## config.mk

```make
export PLATFORM = sky130hd
export DESIGN_NAME = mul_seq_ctrl_flat
export DESIGN_NICKNAME = d
export VERILOG_FILES = /design/src/rtl/mul_seq_if.sv /design/src/rtl/mul_seq_ctrl.sv /design/src/flat_wrapper.sv
export SDC_FILE = /design/constraint.sdc
export NUM_CORES = 1
export LEC_CHECK = 0
export CORE_ASPECT_RATIO = 0.7
export CORE_UTILIZATION = 30
export CTS_BUF_LIST = sky130_fd_sc_hd__clkbuf_8
export CTS_CLUSTER_DIAMETER = 80
export CTS_CLUSTER_SIZE = 25
export DETAILED_ROUTE_END_ITERATION = 8
export SLEW_MARGIN = 20
export SYNTH_ARGS = -nofsm -noshare
export SYNTH_HDL_FRONTEND = slang
export SYNTH_HIERARCHICAL = 1
export SYNTH_SLANG_ARGS = --single-unit
```

## constraint.sdc

```tcl
create_clock -name clk -period 15.99 [get_ports clk]
set_clock_uncertainty 0.2 [all_clocks]
set_input_delay 2.3985 -clock clk [delete_from_list [all_inputs] [get_ports clk]]
set_output_delay 2.3985 -clock clk [all_outputs]
set_load 0.005 [all_outputs]
```

## src/rtl/mul_seq_if.sv

```systemverilog
// Start/busy/done handshake and operand/product bus of the sequential multiplier.
// The caller drives the master side; mul_seq_ctrl sits on the slave side.
interface mul_seq_if #(
    parameter int WIDTH = 32
);
    logic             start;
    logic [WIDTH-1:0] a;
    logic [WIDTH-1:0] b;
    logic             ready;
    logic             busy;
    logic             done;
    logic [WIDTH-1:0] hi;
    logic [WIDTH-1:0] lo;

    modport master (output start, a, b, input ready, busy, done, hi, lo);
    modport slave  (input start, a, b, output ready, busy, done, hi, lo);
endinterface

```

## src/rtl/mul_seq_ctrl.sv

```systemverilog
// Unsigned 32x32->64 shift-and-add multiplier: one ripple-carry adder reused per cycle,
// sequenced by an IDLE/BUSY/DONE FSM. The product lands in {hi, lo}.
module add_new (
    input  logic [31:0] x,
    input  logic [31:0] y,
    input  logic        c_in,
    output logic [31:0] s,
    output logic        c_out
);
    logic carry;

    always_comb begin
        s     = '0;
        carry = c_in;
        for (int i = 0; i < 32; i++) begin
            s[i]  = x[i] ^ y[i] ^ carry;
            carry = (x[i] & y[i]) | (carry & (x[i] ^ y[i]));
        end
        c_out = carry;
    end
endmodule

module mul_seq_ctrl #(
    parameter int WIDTH = 32,
    parameter int CNT_W = 6
) (
    input logic    clk,
    input logic    reset,
    mul_seq_if.slave bus
);
    typedef enum logic [1:0] {
        IDLE = 2'd0,
        BUSY = 2'd1,
        DONE = 2'd2
    } state_t;

    state_t           state;
    state_t           state_nxt;
    logic             accept;
    logic             ready_c;
    logic             busy_c;
    logic             done_c;
    logic             last_iter;
    logic [CNT_W-1:0] cnt;
    logic [WIDTH-1:0] mcand;
    logic [WIDTH-1:0] hi_r;
    logic [WIDTH-1:0] lo_r;
    logic [WIDTH-1:0] add_y;
    logic [WIDTH-1:0] add_s;
    logic             add_c;

    // The multiplier bit currently at lo[0] gates the multiplicand into the adder.
    assign add_y     = lo_r[0] ? mcand : '0;
    assign last_iter = (cnt == CNT_W'(WIDTH - 1));

    add_new u_add (
        .x     (hi_r),
        .y     (add_y),
        .c_in  (1'b0),
        .s     (add_s),
        .c_out (add_c)
    );

    always_ff @(posedge clk) begin
        if (reset) begin
            state <= IDLE;
        end else begin
            state <= state_nxt;
        end
    end

    always_comb begin
        state_nxt = state;
        ready_c   = 1'b0;
        busy_c    = 1'b0;
        done_c    = 1'b0;
        accept    = 1'b0;
        case (state)
            IDLE: begin
                ready_c = 1'b1;
                if (bus.start) begin
                    accept    = 1'b1;
                    state_nxt = BUSY;
                end
            end
            BUSY: begin
                busy_c = 1'b1;
                if (last_iter) begin
                    state_nxt = DONE;
                end
            end
            DONE: begin
                done_c  = 1'b1;
                ready_c = 1'b1;
                // Accepting straight out of DONE gives back-to-back throughput.
                if (bus.start) begin
                    accept    = 1'b1;
                    state_nxt = BUSY;
                end else begin
                    state_nxt = IDLE;
                end
            end
            default: begin
                state_nxt = IDLE;
            end
        endcase
    end

    // The adder carry enters at product bit 63 as the 65-bit {c, s, lo} shifts right.
    always_ff @(posedge clk) begin
        if (reset) begin
            cnt   <= '0;
            mcand <= '0;
            hi_r  <= '0;
            lo_r  <= '0;
        end else if (accept) begin
            cnt   <= '0;
            mcand <= bus.a;
            hi_r  <= '0;
            lo_r  <= bus.b;
        end else if (state == BUSY) begin
            {hi_r, lo_r} <= {add_c, add_s, lo_r[WIDTH-1:1]};
            cnt          <= cnt + 1'b1;
        end
    end

    assign bus.ready = ready_c;
    assign bus.busy  = busy_c;
    assign bus.done  = done_c;
    assign bus.hi    = hi_r;
    assign bus.lo    = lo_r;
endmodule

```

## src/flat_wrapper.sv

```systemverilog
// flat-port wrapper written by rule: the top's interface ports become plain ports
module mul_seq_ctrl_flat 
#(
    parameter int WIDTH = 32,
    parameter int CNT_W = 6
)
  (clk, reset, bus_start, bus_a, bus_b, bus_ready, bus_busy, bus_done, bus_hi, bus_lo);
  mul_seq_if #(.WIDTH(WIDTH)) bus_i ();
  input logic clk;
  input logic reset;
  input wire logic [$bits(bus_i.start)-1:0] bus_start;
  input wire logic [$bits(bus_i.a)-1:0] bus_a;
  input wire logic [$bits(bus_i.b)-1:0] bus_b;
  output wire logic [$bits(bus_i.ready)-1:0] bus_ready;
  output wire logic [$bits(bus_i.busy)-1:0] bus_busy;
  output wire logic [$bits(bus_i.done)-1:0] bus_done;
  output wire logic [$bits(bus_i.hi)-1:0] bus_hi;
  output wire logic [$bits(bus_i.lo)-1:0] bus_lo;
  assign bus_i.start = bus_start;
  assign bus_i.a = bus_a;
  assign bus_i.b = bus_b;
  assign bus_ready = bus_i.ready;
  assign bus_busy = bus_i.busy;
  assign bus_done = bus_i.done;
  assign bus_hi = bus_i.hi;
  assign bus_lo = bus_i.lo;
  mul_seq_ctrl #(.WIDTH(WIDTH), .CNT_W(CNT_W)) u_core (.clk(clk), .reset(reset), .bus(bus_i));
endmodule
```

==> impl_results.html <==
<table>
<tr><th>Metric</th><th>Value</th></tr>
<tr><th colspan="2">Outcome</th></tr>
<tr><td>Outcome</td><td>finished, final reports clean</td></tr>
<tr><th colspan="2">Layout</th></tr>
<tr><td>Layout cell share with drive strength beyond 1</td><td>4.10%</td></tr>
<tr><td>Post-route core utilization</td><td>42.1%</td></tr>
<tr><td>Number of inserted diodes</td><td>0</td></tr>
<tr><td>Area added between synthesis and finish</td><td>34.3%</td></tr>
<tr><td>Layout Nets</td><td>753</td></tr>
<tr><th colspan="2">Floorplanning</th></tr>
<tr><td>Starting density of the core</td><td>31.3%</td></tr>
<tr><td>Placeable core region</td><td>0.0150 mm²</td></tr>
<tr><td>Area of the die</td><td>0.0161 mm²</td></tr>
<tr><td>Ports</td><td>134</td></tr>
<tr><td>Die X-Extent</td><td>151 µm</td></tr>
<tr><td>Die Y-Extent</td><td>107 µm</td></tr>
<tr><td>Standard-cell row count</td><td>37</td></tr>
<tr><th colspan="2">Drt</th></tr>
<tr><td>Detailed-route wire length per cell</td><td>14.5 µm</td></tr>
<tr><td>1st-iter DRT viols</td><td>147</td></tr>
<tr><td>Via count of the routed design</td><td>4082</td></tr>
<tr><td>Number of DRC violations after detailed routing</td><td>0</td></tr>
<tr><td>DRT Wirelength</td><td>12400 µm</td></tr>
<tr><td>Via-to-Cell Ratio</td><td>4.79</td></tr>
<tr><td>Remaining antenna violation count</td><td>0</td></tr>
<tr><td>1st-pass router iterations</td><td>4</td></tr>
<tr><th colspan="2">Critical path</th></tr>
<tr><td>Count of buffering cells on the critical path with inverters included</td><td>4</td></tr>
<tr><td>CP Data Arrival Time</td><td>13.75 ns</td></tr>
<tr><td>Crit-path slowest cell</td><td>sky130_fd_sc_hd__fa_1</td></tr>
<tr><td>Worst reg-to-reg path cell count</td><td>39</td></tr>
<tr><td>Longest individual stage delay on the worst path</td><td>0.44 ns</td></tr>
<tr><td>Cell with the most instances on the worst path</td><td>sky130_fd_sc_hd__fa_1</td></tr>
<tr><td>Startpoint types</td><td>flip-flop</td></tr>
<tr><td>Kind of cell adding the most delay to the critical path</td><td>adder cells</td></tr>
<tr><td>Element type at the critical path end</td><td>flip-flop</td></tr>
<tr><td>Critical path depth</td><td>39</td></tr>
<tr><td>Maximum fanout encountered on the critical timing path</td><td>2</td></tr>
<tr><td>CP Class</td><td>reg -&gt; reg</td></tr>
<tr><td>Worst endpoint required time</td><td>16.07 ns</td></tr>
<tr><th colspan="2">Timing</th></tr>
<tr><td>Worst slack on hold paths</td><td>0.255 ns</td></tr>
<tr><td>Setup repair after global routing missed its margin</td><td>no</td></tr>
<tr><td>Worst Slack Setup Final</td><td>2.32 ns</td></tr>
<tr><td>Total of endpoints with negative setup slack in the final report</td><td>0</td></tr>
<tr><td>Share of the cycle needed by the critical path after routing</td><td>85.5%</td></tr>
<tr><td>Headroom to the max-slew limit</td><td>47.8%</td></tr>
<tr><td>Clock period minus worst slack</td><td>13.67 ns</td></tr>
<tr><td>FMAX</td><td>73.2 MHz</td></tr>
<tr><td>Total count of hold-check failures in the final report</td><td>0</td></tr>
<tr><td>Setup TNS</td><td>0 ns</td></tr>
<tr><td>Slew at the pin closest to its max-slew limit</td><td>0.782 ns</td></tr>
<tr><td>Number of max-slew violations in the final report</td><td>0</td></tr>
<tr><th colspan="2">Yosys</th></tr>
<tr><td>Yosys warning count</td><td>6</td></tr>
<tr><td>Cells after synthesis</td><td>545</td></tr>
<tr><td>Unique cell type count in the Yosys netlist</td><td>28</td></tr>
<tr><td>Synth Net Count</td><td>645</td></tr>
<tr><td>Post-synthesis sequential area ratio</td><td>44.4%</td></tr>
<tr><td>Per-instance average area after synthesis</td><td>8.60 µm²</td></tr>
<tr><td>Register bit total from synthesis</td><td>104</td></tr>
<tr><td>Cell Area, Synth</td><td>0.00469 mm²</td></tr>
<tr><th colspan="2">Global routing</th></tr>
<tr><td>Vias in the first global route</td><td>4083</td></tr>
<tr><td>Overall routing resource usage</td><td>16.2%</td></tr>
<tr><td>Global route overflow</td><td>0</td></tr>
<tr><td>Pin count of the biggest net entering global routing</td><td>71</td></tr>
<tr><td>First-pass GRT wire length</td><td>20600 µm</td></tr>
<tr><td>Number of antenna violations at the first check in global routing</td><td>0</td></tr>
<tr><th colspan="2">Clock tree</th></tr>
<tr><td>Clock-pin slew on the worst setup and hold paths</td><td>0.09 ns</td></tr>
<tr><td>Clock sink total</td><td>104</td></tr>
<tr><td>Number of buffers created by CTS</td><td>9</td></tr>
<tr><td>Post-CTS Setup Inserts</td><td>0</td></tr>
<tr><td>Worst-skew pair later-pin latency</td><td>0.36 ns</td></tr>
<tr><td>TritonCTS clock tree</td><td>yes</td></tr>
<tr><td>Maximum count of clock buffers along a single path</td><td>2</td></tr>
<tr><td>H-tree Lvls</td><td>3</td></tr>
<tr><td>Post-CTS resize count</td><td>0</td></tr>
<tr><td>Post-cts hold buffer count</td><td>0</td></tr>
<tr><td>Cell at the root of the clock tree</td><td>sky130_fd_sc_hd__clkbuf_8</td></tr>
<tr><th colspan="2">Placement</th></tr>
<tr><td>Placement-stage worst setup slack</td><td>2.31 ns</td></tr>
<tr><td>Half-perimeter wire length of the detailed placement result</td><td>8270 µm</td></tr>
<tr><td>Final estimated routing congestion in global placement</td><td>0.791</td></tr>
<tr><td>Port Buf Inserts</td><td>133</td></tr>
<tr><th colspan="2">Pwr</th></tr>
<tr><td>Ratio of total power to cell area</td><td>83.1 mW/mm²</td></tr>
<tr><td>Highest ir drop seen on vdd</td><td>0.0381 mV</td></tr>
<tr><td>Leak pwr</td><td>0.00235 µW</td></tr>
<tr><th colspan="2">Hold path</th></tr>
<tr><td>Cells on Worst Hold Path</td><td>2</td></tr>
<tr><td>Worst min path class</td><td>reg -&gt; reg</td></tr>
<tr><th colspan="2">Flow run</th></tr>
<tr><td>Count of maximum capacitance violations</td><td>0</td></tr>
</table>
synthesized netlist by cell type:
master	number	area (µm²)
sky130_fd_sc_hd__nand3b_1	1	7.51
sky130_fd_sc_hd__inv_2	1	3.75
sky130_fd_sc_hd__o21ai_0	1	5.00
sky130_fd_sc_hd__nor3_1	65	325
sky130_fd_sc_hd__mux2i_1	1	10.0
sky130_fd_sc_hd__nand2b_1	3	18.8
sky130_fd_sc_hd__or3_1	2	12.5
sky130_fd_sc_hd__buf_2	23	115
sky130_fd_sc_hd__xnor2_1	2	17.5
sky130_fd_sc_hd__nor2_1	2	7.51
sky130_fd_sc_hd__ha_1	1	12.5
sky130_fd_sc_hd__nor4_1	1	6.26
sky130_fd_sc_hd__o22ai_1	32	200
sky130_fd_sc_hd__o31ai_1	2	15.0
sky130_fd_sc_hd__nand3_1	2	10.0
sky130_fd_sc_hd__dfxtp_1	104	2080
sky130_fd_sc_hd__o2111ai_1	1	8.76
sky130_fd_sc_hd__buf_1	2	7.51
sky130_fd_sc_hd__inv_1	13	48.8
sky130_fd_sc_hd__nand2_1	133	499
sky130_fd_sc_hd__and2_1	32	200
sky130_fd_sc_hd__conb_1	1	3.75
sky130_fd_sc_hd__and2b_1	2	15.0
sky130_fd_sc_hd__clkbuf_1	17	63.8
sky130_fd_sc_hd__a21oi_1	67	335
sky130_fd_sc_hd__fa_1	32	641
sky130_fd_sc_hd__buf_4	1	7.51
sky130_fd_sc_hd__or4_1	1	7.51
worst min-delay path: stages (launching register included):
cell and delay [ns]:
sky130_fd_sc_hd__dfxtp_1 0.31, sky130_fd_sc_hd__nand2_1 0.05, sky130_fd_sc_hd__a21oi_1 0.05
cells by family (layout without fill, tap and decap cells):
family                   Yosys count  after routing  synth area share, %
AO/OA/AOI/OAI                    103            103                 12.0
XOR/XNOR                           2              2                0.374
adder cells (fa/ha/maj)           33             33                 13.9
multiplexers                       1              1                0.214
other                              1              1               0.0800
AND/OR/NAND/NOR                  244            244                 23.7
buffers and inverters             57            170                 5.26
flip-flops                       104            104                 44.4
final timing paths:
path                    start                end  slack (ns)
min          u_core/mcand[11]   u_core/mcand[11]        0.26
max reg2reg   u_core/mcand[0]  u_core/bus.hi[30]        2.32
max           u_core/mcand[0]  u_core/bus.hi[30]        2.32
min reg2reg  u_core/mcand[11]   u_core/mcand[11]        0.26
power breakdown:
group	total, µW	internal [µW]	switching (µW)
combinational	91.6	47.0	44.7
sequential	283	273	9.86
clock	149	60.2	88.5
total	523	380	143
registers in the layout (all words and copies together), names as in the netlist:
signal and flops:
u_core/bus.hi 32, u_core/bus.lo 32, u_core/mcand 32, u_core/cnt 6
u_core/state 2
per-layer routing:
metal / vias up / share of wire (%) / GRT usage (%)
met5: - / 0 / 0
met4: 0 / 0.75 / 3.43
met1: 1933 / 48 / 21.9
met3: 10 / 5.9 / 4.04
li1: 2028 / - / -
met2: 111 / 46 / 26.0
cell type report:
cell class / instances / area (µm²)
inverters: 14 / 52.6
repair buffers: 140 / 1380
clock buffers: 10 / 138
fillers: 1518 / 8660
multi-input cells: 384 / 2360
clock inverters: 6 / 36.3
well taps: 195 / 244
flip-flops and latches: 104 / 2080
cell usage in the layout, fill, tap and decap left out:
master / instances
sky130_fd_sc_hd__mux2i_1: 1
sky130_fd_sc_hd__o31ai_1: 2
sky130_fd_sc_hd__nor2_1: 2
sky130_fd_sc_hd__nand2_1: 133
sky130_fd_sc_hd__o22ai_1: 32
sky130_fd_sc_hd__a21oi_1: 67
sky130_fd_sc_hd__conb_1: 1
sky130_fd_sc_hd__clkinv_4: 2
sky130_fd_sc_hd__nor4_1: 1
sky130_fd_sc_hd__clkinv_2: 3
sky130_fd_sc_hd__xnor2_1: 2
sky130_fd_sc_hd__clkbuf_8: 10
sky130_fd_sc_hd__and2b_1: 1
sky130_fd_sc_hd__inv_2: 1
sky130_fd_sc_hd__o21ai_0: 1
sky130_fd_sc_hd__nand3_1: 2
sky130_fd_sc_hd__dfxtp_1: 104
sky130_fd_sc_hd__o2111ai_1: 1
sky130_fd_sc_hd__nand2b_2: 2
sky130_fd_sc_hd__nand2b_1: 1
sky130_fd_sc_hd__and2_1: 32
sky130_fd_sc_hd__or4_1: 1
sky130_fd_sc_hd__clkdlybuf4s50_1: 132
sky130_fd_sc_hd__nor3_1: 65
sky130_fd_sc_hd__fa_1: 32
sky130_fd_sc_hd__and2b_2: 1
sky130_fd_sc_hd__ha_1: 1
sky130_fd_sc_hd__inv_1: 14
sky130_fd_sc_hd__nand3b_1: 1
sky130_fd_sc_hd__or3_1: 2
sky130_fd_sc_hd__buf_2: 1
sky130_fd_sc_hd__buf_4: 7
per-stage QoR:
stage | power (µW) | std cells | cell area (µm²)
after detailed placement | 382 | 837 | 6120
final | 523 | 853 | 6300
after global placement | 380 | 837 | 6120
after global routing | 555 | 853 | 6300
after floorplan | 334 | 545 | 4690
after CTS | 533 | 853 | 6300
(Power assumes the default switching activity.)
